===== config.mk =====
export PLATFORM = sky130hd
export DESIGN_NAME = uart_tx_buffered
export DESIGN_NICKNAME = d
export VERILOG_FILES = /design/src/rtl/uart_tx_buffered.sv
export SDC_FILE = /design/constraint.sdc
export NUM_CORES = 1
export LEC_CHECK = 0
export ABC_AREA = 1
export CAP_MARGIN = 20
export CORE_MARGIN = 5
export CORE_UTILIZATION = 30
export CTS_CLUSTER_SIZE = 16
export DETAILED_ROUTE_END_ITERATION = 8
export PLACE_DENSITY_LB_ADDON = 0.25
export SLEW_MARGIN = 20
export SYNTH_ARGS = -nofsm -noshare
export SYNTH_HDL_FRONTEND = slang
export SYNTH_SLANG_ARGS = --single-unit

===== constraint.sdc =====
create_clock -name clk -period 5.6 [get_ports clk]
set_input_delay 0.56 -clock clk [delete_from_list [all_inputs] [get_ports clk]]
set_output_delay 0.56 -clock clk [all_outputs]
set_load 0.03 [all_outputs]

===== src/rtl/uart_tx_buffered.sv =====
// uart_tx_buffered: FIFO-buffered UART transmitter, 8N1 frames LSB-first
// Ports:
//   clk, rst_n               rising-edge clock, asynchronous active-low reset
//   byte_ready_i, data_in    one-cycle push strobe and the byte to queue
//   tx_o                     registered serial line, idle high
//   tx_busy_o                FSM not in IDLE
//   tx_done_o                pulse on the last cycle of each stop bit
//   fifo_full_o              queue full, stall request to the pipeline
//   fifo_count_o             queue occupancy
//   overflow_o               sticky flag: a push was dropped
// Build option: define UART_PARITY_EN to insert an even-parity bit before STOP (8E1).
module uart_tx_buffered #(
  parameter int CLKS_PER_BIT = 868,
  parameter int FIFO_DEPTH   = 4,
  parameter int CNT_W        = $clog2(FIFO_DEPTH) + 1
) (
  input  logic             clk,
  input  logic             rst_n,
  input  logic             byte_ready_i,
  input  logic [7:0]       data_in,
  output logic             tx_o,
  output logic             tx_busy_o,
  output logic             tx_done_o,
  output logic             fifo_full_o,
  output logic [CNT_W-1:0] fifo_count_o,
  output logic             overflow_o
);
  localparam int PW = $clog2(FIFO_DEPTH);
  localparam int BW = $clog2(CLKS_PER_BIT);
  localparam logic [BW-1:0] BAUD_LOAD = BW'(CLKS_PER_BIT - 1);
  localparam logic [CNT_W-1:0] FULL = CNT_W'(FIFO_DEPTH);
`ifdef UART_PARITY_EN
  typedef enum logic [2:0] {IDLE, START, DATA, PARITY, STOP} state_t;
`else
  typedef enum logic [1:0] {IDLE, START, DATA, STOP} state_t;
`endif
  state_t state_q, state_d;
  logic [7:0] mem_q [FIFO_DEPTH];
  logic [PW-1:0] rd_q, rd_d, wr_q, wr_d;
  logic [CNT_W-1:0] count_q, count_d;
  logic [BW-1:0] baud_q, baud_d;
  logic [2:0] bit_q, bit_d;
  logic [7:0] shift_q, shift_d;
  logic full_q, ovf_q, ovf_d, tx_q, tx_d;
  logic tick, pop, push_ok;
  always_ff @(posedge clk or negedge rst_n) begin
    if (!rst_n) begin
      state_q <= IDLE;
      rd_q    <= '0;
      wr_q    <= '0;
      count_q <= '0;
      baud_q  <= '0;
      bit_q   <= '0;
      shift_q <= '0;
      full_q  <= 1'b0;
      ovf_q   <= 1'b0;
      tx_q    <= 1'b1;
    end else begin
      state_q <= state_d;
      rd_q    <= rd_d;
      wr_q    <= wr_d;
      count_q <= count_d;
      baud_q  <= baud_d;
      bit_q   <= bit_d;
      shift_q <= shift_d;
      full_q  <= count_d == FULL;
      ovf_q   <= ovf_d;
      tx_q    <= tx_d;
    end
  end
  // Storage needs no reset: only entries written since the last reset are ever read.
  always_ff @(posedge clk)
    if (push_ok) mem_q[wr_q] <= data_in;
  always_comb begin
    tick    = baud_q == '0;
    state_d = state_q;
    bit_d   = bit_q;
    pop     = 1'b0;
    case (state_q)
      IDLE: if (count_q != '0) begin
        pop     = 1'b1;
        state_d = START;
      end
      START: if (tick) begin
        state_d = DATA;
        bit_d   = '0;
      end
      DATA: if (tick) begin
`ifdef UART_PARITY_EN
        if (bit_q == 3'd7) state_d = PARITY;
`else
        if (bit_q == 3'd7) state_d = STOP;
`endif
        else bit_d = bit_q + 1'b1;
      end
`ifdef UART_PARITY_EN
      PARITY: if (tick) state_d = STOP;
`endif
      STOP: if (tick) begin
        pop     = count_q != '0;
        state_d = pop ? START : IDLE;
      end
      default: state_d = IDLE;
    endcase
    shift_d = pop ? mem_q[rd_q] : shift_q;
    // Every state or bit change restarts a full bit period; the counter parks at zero otherwise.
    baud_d  = (state_d != state_q || bit_d != bit_q) ? BAUD_LOAD : tick ? baud_q : baud_q - 1'b1;
    // A pop in the same cycle frees a slot, so a push on a full queue still lands.
    push_ok = byte_ready_i && (count_q != FULL || pop);
    wr_d    = wr_q + PW'(push_ok);
    rd_d    = rd_q + PW'(pop);
    count_d = count_q + CNT_W'(push_ok) - CNT_W'(pop);
    ovf_d   = ovf_q || (byte_ready_i && !push_ok);
    // tx is registered from next-state values so the line moves in step with the FSM.
`ifdef UART_PARITY_EN
    tx_d = state_d == START ? 1'b0 : state_d == DATA ? shift_d[bit_d] : state_d == PARITY ? ^shift_d : 1'b1;
`else
    tx_d = state_d == START ? 1'b0 : state_d == DATA ? shift_d[bit_d] : 1'b1;
`endif
  end
  always_comb begin
    tx_o         = tx_q;
    tx_busy_o    = state_q != IDLE;
    tx_done_o    = state_q == STOP && tick;
    fifo_full_o  = full_q;
    fifo_count_o = count_q;
    overflow_o   = ovf_q;
  end
endmodule


==> flow_metrics.tcl <==
set metrics [dict create \
    status "finished, final reports clean" \
    dpl_cell_area_um2 3530 \
    yosys.area.top_type_share 0.302 \
    required_ns 5.86 \
    reg2reg_setup_slack_ns 2.22 \
    fin_area_um2 3710 \
    synth-warning-count 0 \
    synth_mux_area_frac 0 \
    antenna_found_initial 0 \
    worstPathMaxFanout 10 \
    initial_core_util 0.308 \
    cts_buffers 9 \
    finalClockSkew_ns 0.0126 \
    dr.first_iter.drc_count 156 \
    path_class "flop to flop" \
    num_rows 37 \
    cp-start-kind "flop" \
    cts_root_buf "clkbuf_8" \
    drc 0 \
    ys_seq_area_frac 0.563 \
    ctsLongestPathBuffers 2 \
    syn_avg_cell_area_um2 9.77 \
    ys_seq_elements 65 \
    crit_family "adder cells" \
    ir_worst_vdd_mv 0.141 \
    grt_pass1_wl_mm 10.4 \
    worst_pin_slew_ns 0.824 \
    htreeDepth 3 \
    hpwl_mm 4.32 \
    area_growth_pct 16.7 \
    post_cts_resized 0 \
    path_clk_slew_ns 0.08 \
    synthXorXnorAreaFrac 0.0445 \
    vias 2196 \
    yosys-top-cells-area "edfxtp_1 (30%), dfrtp_1 (25%), nand2_1 (7.3%)" \
    synth_edf_count 32 \
    setup_tns_ns 0 \
    finalHoldViolations 0 \
    slew_headroom 0.448 \
    ioPinCount 19 \
    cts_sinks 65 \
    cap_viol_max_count 0 \
    grtUsageTotal 0.103 \
    ys_types 36 \
    synth_top_family_by_area "simple AND/OR/NAND/NOR gates" \
    path_buf_inv 2 \
    drtAntennaViolNets 0 \
    die_x_um 113 \
    grt_pass1_vias 2254 \
    drive_gt1_frac 0.118 \
    grt-ovfl-total 0 \
    synthesis.instances 325 \
    die-area_um2 12700 \
    synth_common_cells "nand2_1 (62), inv_1 (47), nor2_1 (34), dfrtp_1 (32), edfxtp_1 (32)" \
    wl_mm 6.08 \
    synthArstFlopShare 0.508 \
    hp-class "flop to flop" \
    power_density_nw_per_um2 322 \
    slowest_stage "dfrtp_1" \
    die_h_um 113 \
    insertedDiodeCount 0 \
    synth_top_cell_by_area "edfxtp_1" \
    viasPerCell 4.45 \
    synth_compound_area_frac 0.0607 \
    fmax_mhz 296 \
    synth_fp_nets 348 \
    synthAdderAreaFrac 0.0496 \
    crit_chain "inv_1 -> ha_1 -> a21oi_2 -> nand2_4 -> nand3_1 -> nand2_1 -> ha_1 -> inv_1 -> ha_1 -> fa_1 -> xnor2_1 -> xor2_1 -> nor3b_1" \
    finalNetCount 375 \
    wl_per_cell_um 12.3 \
    power_leakage_nw 1.67 \
    yosys.area_share.simple 0.214 \
    io_buffer_count 18 \
    post-route-min-period_ns 3.38 \
    cts_tree "yes" \
    ys.flop_type "edfxtp_1" \
    cpMostUsedCell "ha_1" \
    rsz0062_at_grt "false" \
    crit_path_end_kind "flop" \
    core_um2 10300 \
    worstPathArrival_ns 3.64 \
    slew_violations 0 \
    globalplace.congestion 0.807 \
    hold_buffers 0 \
    final_core_util 0.359 \
    grt_start_max_net_pins 34 \
    insertion_delay_ns 0.34 \
    synth.most_common_cell "nand2_1" \
    max_stage_delay_ns 0.51 \
    syn_area_um2 3180 \
    drt_first_pass_iters 4 \
    fin_crit_sh 0.604 \
    cts_setup_buffers 0 \
    setup_viol_count_final 0 \
]
[final timing paths]
kind,startpoint,cells after the start,endpoint
setup reg to reg,state_q[1],13,fifo_full_o
hold reg to reg,overflow_o,1,overflow_o
min in group asynchronous,rst_n,2,fifo_full_o
setup / recovery,state_q[1],13,fifo_full_o
hold / removal,overflow_o,1,overflow_o
max in group asynchronous,rst_n,2,tx_o
[flip-flops by register name (all words and copies together), names as in the netlist]
register      flops
bit_q             3
baud_q           10
tx_o              1
overflow_o        1
wr_q              2
state_q           2
shift_q           8
fifo_count_o      3
mem_q            32
rd_q              2
fifo_full_o       1
[where the power goes]
group          internal [mW]  total, mW  switching [mW]
logic                 0.0849      0.221           0.136
clock network          0.164      0.360           0.196
registers              0.579      0.612          0.0330
[routing by layer]
metal	vias up	wire length [um]	GRT usage
met5	-	0	0
met4	0	78	0.0337
met3	7	171	0.0294
met2	23	3040	0.179
met1	1043	2790	0.123
li1	1123	-	-
[stage by stage]
| step | worst slack [ns] | instances | hold slack (ns) | power [mW] |
|---|---|---|---|---|
| after global placement | 2.32 | 477 | 0.493 | 0.845 |
| after CTS | 2.20 | 493 | 0.509 | 1.21 |
| final | 2.22 | 493 | 0.498 | 1.19 |
| after global routing | 1.87 | 493 | 0.522 | 1.26 |
| after detailed placement | 2.22 | 477 | 0.490 | 0.849 |
| after floorplan | 2.56 | 325 | 0.264 | 0.746 |
[cell type report]
cell class                 instances  area (um2)
clock inverter                     7        53.8
sequential                        65        1790
tap                              136         170
timing repair buffer              21         203
clock buffer                       9         124
fill                            1042        6620
multi-input combinational        205        1180
inverter                          50         188
[logic make-up after synthesis]
family          count (synthesis)
flops                          65
fa+ha+maj                      12
simple gates                  147
xor+xnor                       14
compound gates                 32
buf+inv                        55
[layout by cell type (no fill, tap or decap), drive strengths merged, types with 5 or more instances in the layout]
cell type / synthesis / final
nor3: 5 / 5
clkbuf: 2 / 9
xnor2: 5 / 5
o21ai: 21 / 21
nor2: 38 / 38
inv: 50 / 52
ha: 11 / 11
nand3: 27 / 27
dfrtp: 32 / 32
edfxtp: 32 / 32
clkinv: 0 / 5
nand2: 67 / 67
xor2: 9 / 9
nand4: 6 / 6
clkdlybuf4s50: 0 / 18
Note: power is estimated with default switching activity, not from simulation.
==> variant 1 (config.mk and constraints unchanged) <==
Re-encode `state_t` (4 states) as Gray code, 2 bits wide.
--- a/src/rtl/uart_tx_buffered.sv
+++ b/src/rtl/uart_tx_buffered.sv
@@ -34,3 +34,3 @@
 `else
-  typedef enum logic [1:0] {IDLE, START, DATA, STOP} state_t;
+  typedef enum logic [1:0] {IDLE = 2'b00, START = 2'b01, DATA = 2'b11, STOP = 2'b10} state_t;
 `endif
Function: no difference found for any inputs over 10 cycles, from zero or initial values and one cycle with rst_n low; not proved beyond that.
==> variant 1 against the unedited design <==
Power grew 3.6%; critical path depth grew 3; global-route usage grew 0.60 points; area after synthesis shrank 6.8%; setup slack gained 0.24 ns; final area shrank 5.1%; sequential power is essentially flat; non-clock buffer count grew 2; die area shrank 6.2%; sequential cell count is the same; routed wire length shrank 2.9%; synthesized cell count shrank 17%; count of clock-buffer cells in the layout is the same; largest power group unchanged; highest routed layer unchanged.
==> variant 1: results (changes against the unedited design) <==
Placement Cell Area 3320 sq um (was 3530 sq um); Placed Cells 422 (was 477); CP Max Fanout 9 (was 10); layout cells sized above 1 16.4% (was 11.8%); Distinct cells, synth 35 (was 36); status complete, no violations (unchanged); Setup WS pre-CTS 2.44 ns (was 2.22 ns); sequential share of the synthesized area 60.4% (was 56.3%); Critical Path Max Stage Delay 0.37 ns (was 0.51 ns); R2R cell count 16 (was 13); DP HPWL 4120 um (was 4320 um); drt initial violations 71 (was 156); Fin Hold WS 0.479 ns (was 0.498 ns); Fillers 974 (was 1042); Slew HR 64.9% (was 44.8%); met2 routed WL 3010 um (was 3040 um); mean routed wirelength per cell 13.5 um (was 12.3 um); M3 GR Usage 3.58% (was 2.94%); syn nets 289 (was 348); Hold Path Sink shift_q[4]$_DFF_PN0_ (was overflow_o$_DFF_PN0_); Gate Count Post-Synth 271 (was 325); vias per cell 4.61 (was 4.45); Synth top cells by count 36 x nand3_1, 33 x nor2_1, 32 x dfrtp_1, 32 x edfxtp_1, 22 x inv_1 (was 62 x nand2_1, 47 x inv_1, 34 x nor2_1, 32 x dfrtp_1, 32 x edfxtp_1); Reg-to-Reg Start baud_q[0]$_DFFE_PN0P_ (was state_q[1]$_DFF_PN0_); Worst EP arrival 3.40 ns (was 3.64 ns); first-pass GRT wire length 9920 um (was 10400 um); met2 usage in global routing 18.0% (was 17.9%); cell family with most CP delay simple AND/OR/NAND/NOR gates (was adder cells); HP Start shift_q[4]$_DFF_PN0_ (was overflow_o$_DFF_PN0_); Hold Path Depth 2 (was 1); Final Skew 0.00913 ns (was 0.0126 ns); Post-Synth XOR/XNOR Area 3.55% (was 4.45%); met1 Use GR 13.2% (was 12.3%); worst vdd ir 0.182 mV (was 0.141 mV); GP Congestion 0.765 (was 0.807); Total Routing Usage GR 10.9% (was 10.3%); metal3 WL 200 um (was 171 um); final cell count without fillers 438 (was 493); LEAKAGE 0.00138 uW (was 0.00167 uW); vias in the first global route 2103 (was 2254); wire length on met1 2640 um (was 2790 um)
variant 1: changes by cell type in the layout (fill, tap and decap cells not counted), sizes merged, moves of 3 or more:
cell / unedited run / this run
o2111ai: 3 / 0
inv: 52 / 27
nor2: 38 / 35
o22ai: 2 / 8
o21ai: 21 / 25
nand4: 6 / 2
nand2: 67 / 29
ha: 11 / 6
nand3: 27 / 38
nor3: 5 / 9
variant 1: power by group through the flow:
stage | logic, uW | clock network (uW) | registers, uW
after floorplan | 103 | 0 | 648
after global placement | 226 | 0 | 620
after detailed placement | 229 | 0 | 621
after CTS | 229 | 418 | 611
after global routing | 248 | 438 | 619
final | 223 | 403 | 610
variant 1: cell type report:
type	count	area (sq um)	area share [%]
clock buffers	9	124	3.52
flip-flops and latches	65	1790	50.8
inverters	27	115	3.27
clock inverters	7	77.6	2.20
well taps	133	166	4.73
repair buffers	23	218	6.19
multi-input cells	174	1030	29.3
==> variant 2 (same settings) <==
Made on the original files. `FIFO_DEPTH`: 4 -> 8.
--- a/src/rtl/uart_tx_buffered.sv
+++ b/src/rtl/uart_tx_buffered.sv
@@ -13,3 +13,3 @@
   parameter int CLKS_PER_BIT = 868,
-  parameter int FIFO_DEPTH   = 4,
+  parameter int FIFO_DEPTH   = 8,
   parameter int CNT_W        = $clog2(FIFO_DEPTH) + 1
Interface: changed (resized fifo_count_o); port bits go from 19 to 20. No check against the original RTL was run, so the function may have changed too.
==> variant 2 against the unedited design <==
Routed wire length is 58% higher; clock skew is 0.0055 ns lower; setup slack better by 0.28 ns; sequential cell count is 35 higher; die area is 45% higher; area after synthesis is 50% higher; count of clock-buffer cells in the layout is 2 higher; maximum frequency is 8.9% higher; final area is 47% higher; clock power is 67% higher; power is 56% higher; critical path type unchanged; critical endpoint unchanged; largest cell class unchanged; largest power group unchanged.
==> variant 2: results (changes against the unedited design) <==
status complete, no violations (unchanged); final worst setup slack 2.49 ns (was 2.22 ns); max FFs per register 64 (was 32); CP Max Fanout 14 (was 10); largest net degree at the start of global routing 37 (was 34); clock root buffer clkbuf_16 (was clkbuf_8); nets 535 (was 375); Final Skew 0.00711 ns (was 0.0126 ns); Async S/R FF share, synth 36.0% (was 50.8%); Largest regs mem_q (64), baud_q (10), shift_q (8) (was mem_q (32), baud_q (10), shift_q (8)); syn nets 516 (was 348); R2R cell count 14 (was 13); Placed Cells 712 (was 477); met2 usage in global routing 17.8% (was 17.9%); Worst EP arrival 3.34 ns (was 3.64 ns); worst vdd ir 0.147 mV (was 0.141 mV); LEAKAGE 0.00241 uW (was 0.00167 uW); met1 Use GR 15.4% (was 12.3%); DP HPWL 6750 um (was 4320 um); vias in the first global route 3286 (was 2254); Slew HR 40.9% (was 44.8%); first-pass GRT wire length 16400 um (was 10400 um); Gate Count Post-Synth 488 (was 325); Total Routing Usage GR 11.3% (was 10.3%); drt initial violations 228 (was 156); sequential share of the synthesized area 59.2% (was 56.3%); I/O Buffers 19 (was 18); Placement Cell Area 5170 sq um (was 3530 sq um); vias per cell 4.33 (was 4.45); Fillers 1600 (was 1042)
[variant 2: changes by cell type after synthesis, moves of 4 or more]
cell,change
nor2_1,+30
nor3_1,-4
inv_1,+19
nand2_1,+56
edfxtp_1,+32
ha_1,+5
o21ai_0,+10
[variant 2: worst max-delay path: stages (launching register included)]
cell and delay [ns]:
dfrtp_1 0.43, inv_1 0.12, ha_1 0.39, nor2_1 0.42, nand2_4 0.19, nand3_2 0.11
nand2_1 0.06, inv_1 0.10, nand2_1 0.06, nand2_1 0.06, ha_1 0.16, inv_1 0.06
fa_1 0.48, inv_1 0.05, nor4_1 0.29
[variant 2: metal layers]
layer  part of all wire (%)  up-vias
li1                       -     1621
met1                     49     1479
met2                     46       44
met3                    3.6       11
met4                    1.3        0
met5                      0        -
[variant 2: cells by family after synthesis]
group / count (synthesis) / share of synthesized area [%]
AOI/OAI and AO/OA: 41 / 4.78
and+or+nand+nor: 241 / 22.9
adders and majority gates: 17 / 4.62
DFF: 100 / 59.2
xor gates and xnor gates: 11 / 2.02
buffers and inverters: 78 / 6.43
[variant 2: worst min-delay path by stage]
stage,from,endpoint,slack (ns),cells past startpoint
after CTS,rst_n,baud_q[7]$_DFFE_PN0P_,0.33,1
after global routing,rst_n,baud_q[6]$_DFFE_PN0P_,0.38,1
final,rst_n,baud_q[7]$_DFFE_PN0P_,0.30,1
after global placement,shift_q[6]$_DFF_PN0_,shift_q[6]$_DFF_PN0_,0.46,2
after floorplan,rst_n,baud_q[0]$_DFFE_PN0P_,0.26,0
after detailed placement,shift_q[6]$_DFF_PN0_,shift_q[6]$_DFF_PN0_,0.46,2
[variant 2: final cells by class]
type	instances	area share, %
Clock buffer	11	4.45
Inverter	66	4.54
Sequential cell	100	51.7
Multi-Input combinational cell	310	30.0
Tap cell	216	4.95
Clock inverter	5	0.802
Timing Repair Buffer	20	3.53
[variant 2: stage by stage]
| step | utilization (%) | hold WS [ns] |
|---|---|---|
| 3_5_place_dp | 32.9 | 0.465 |
| 4_1_cts | 34.7 | 0.334 |
| 3_3_place_gp | 32.9 | 0.459 |
| 6_report | 34.7 | 0.303 |
| 2_1_floorplan | - | 0.264 |
| 5_1_grt | 34.7 | 0.384 |
[variant 2: power by group through the flow]
stage,Clock (uW),Sequential [uW],Combinational [uW]
2_1_floorplan,0,979,177
3_3_place_gp,0,949,330
3_5_place_dp,0,952,334
4_1_cts,618,937,335
5_1_grt,649,946,377
6_report,600,936,329
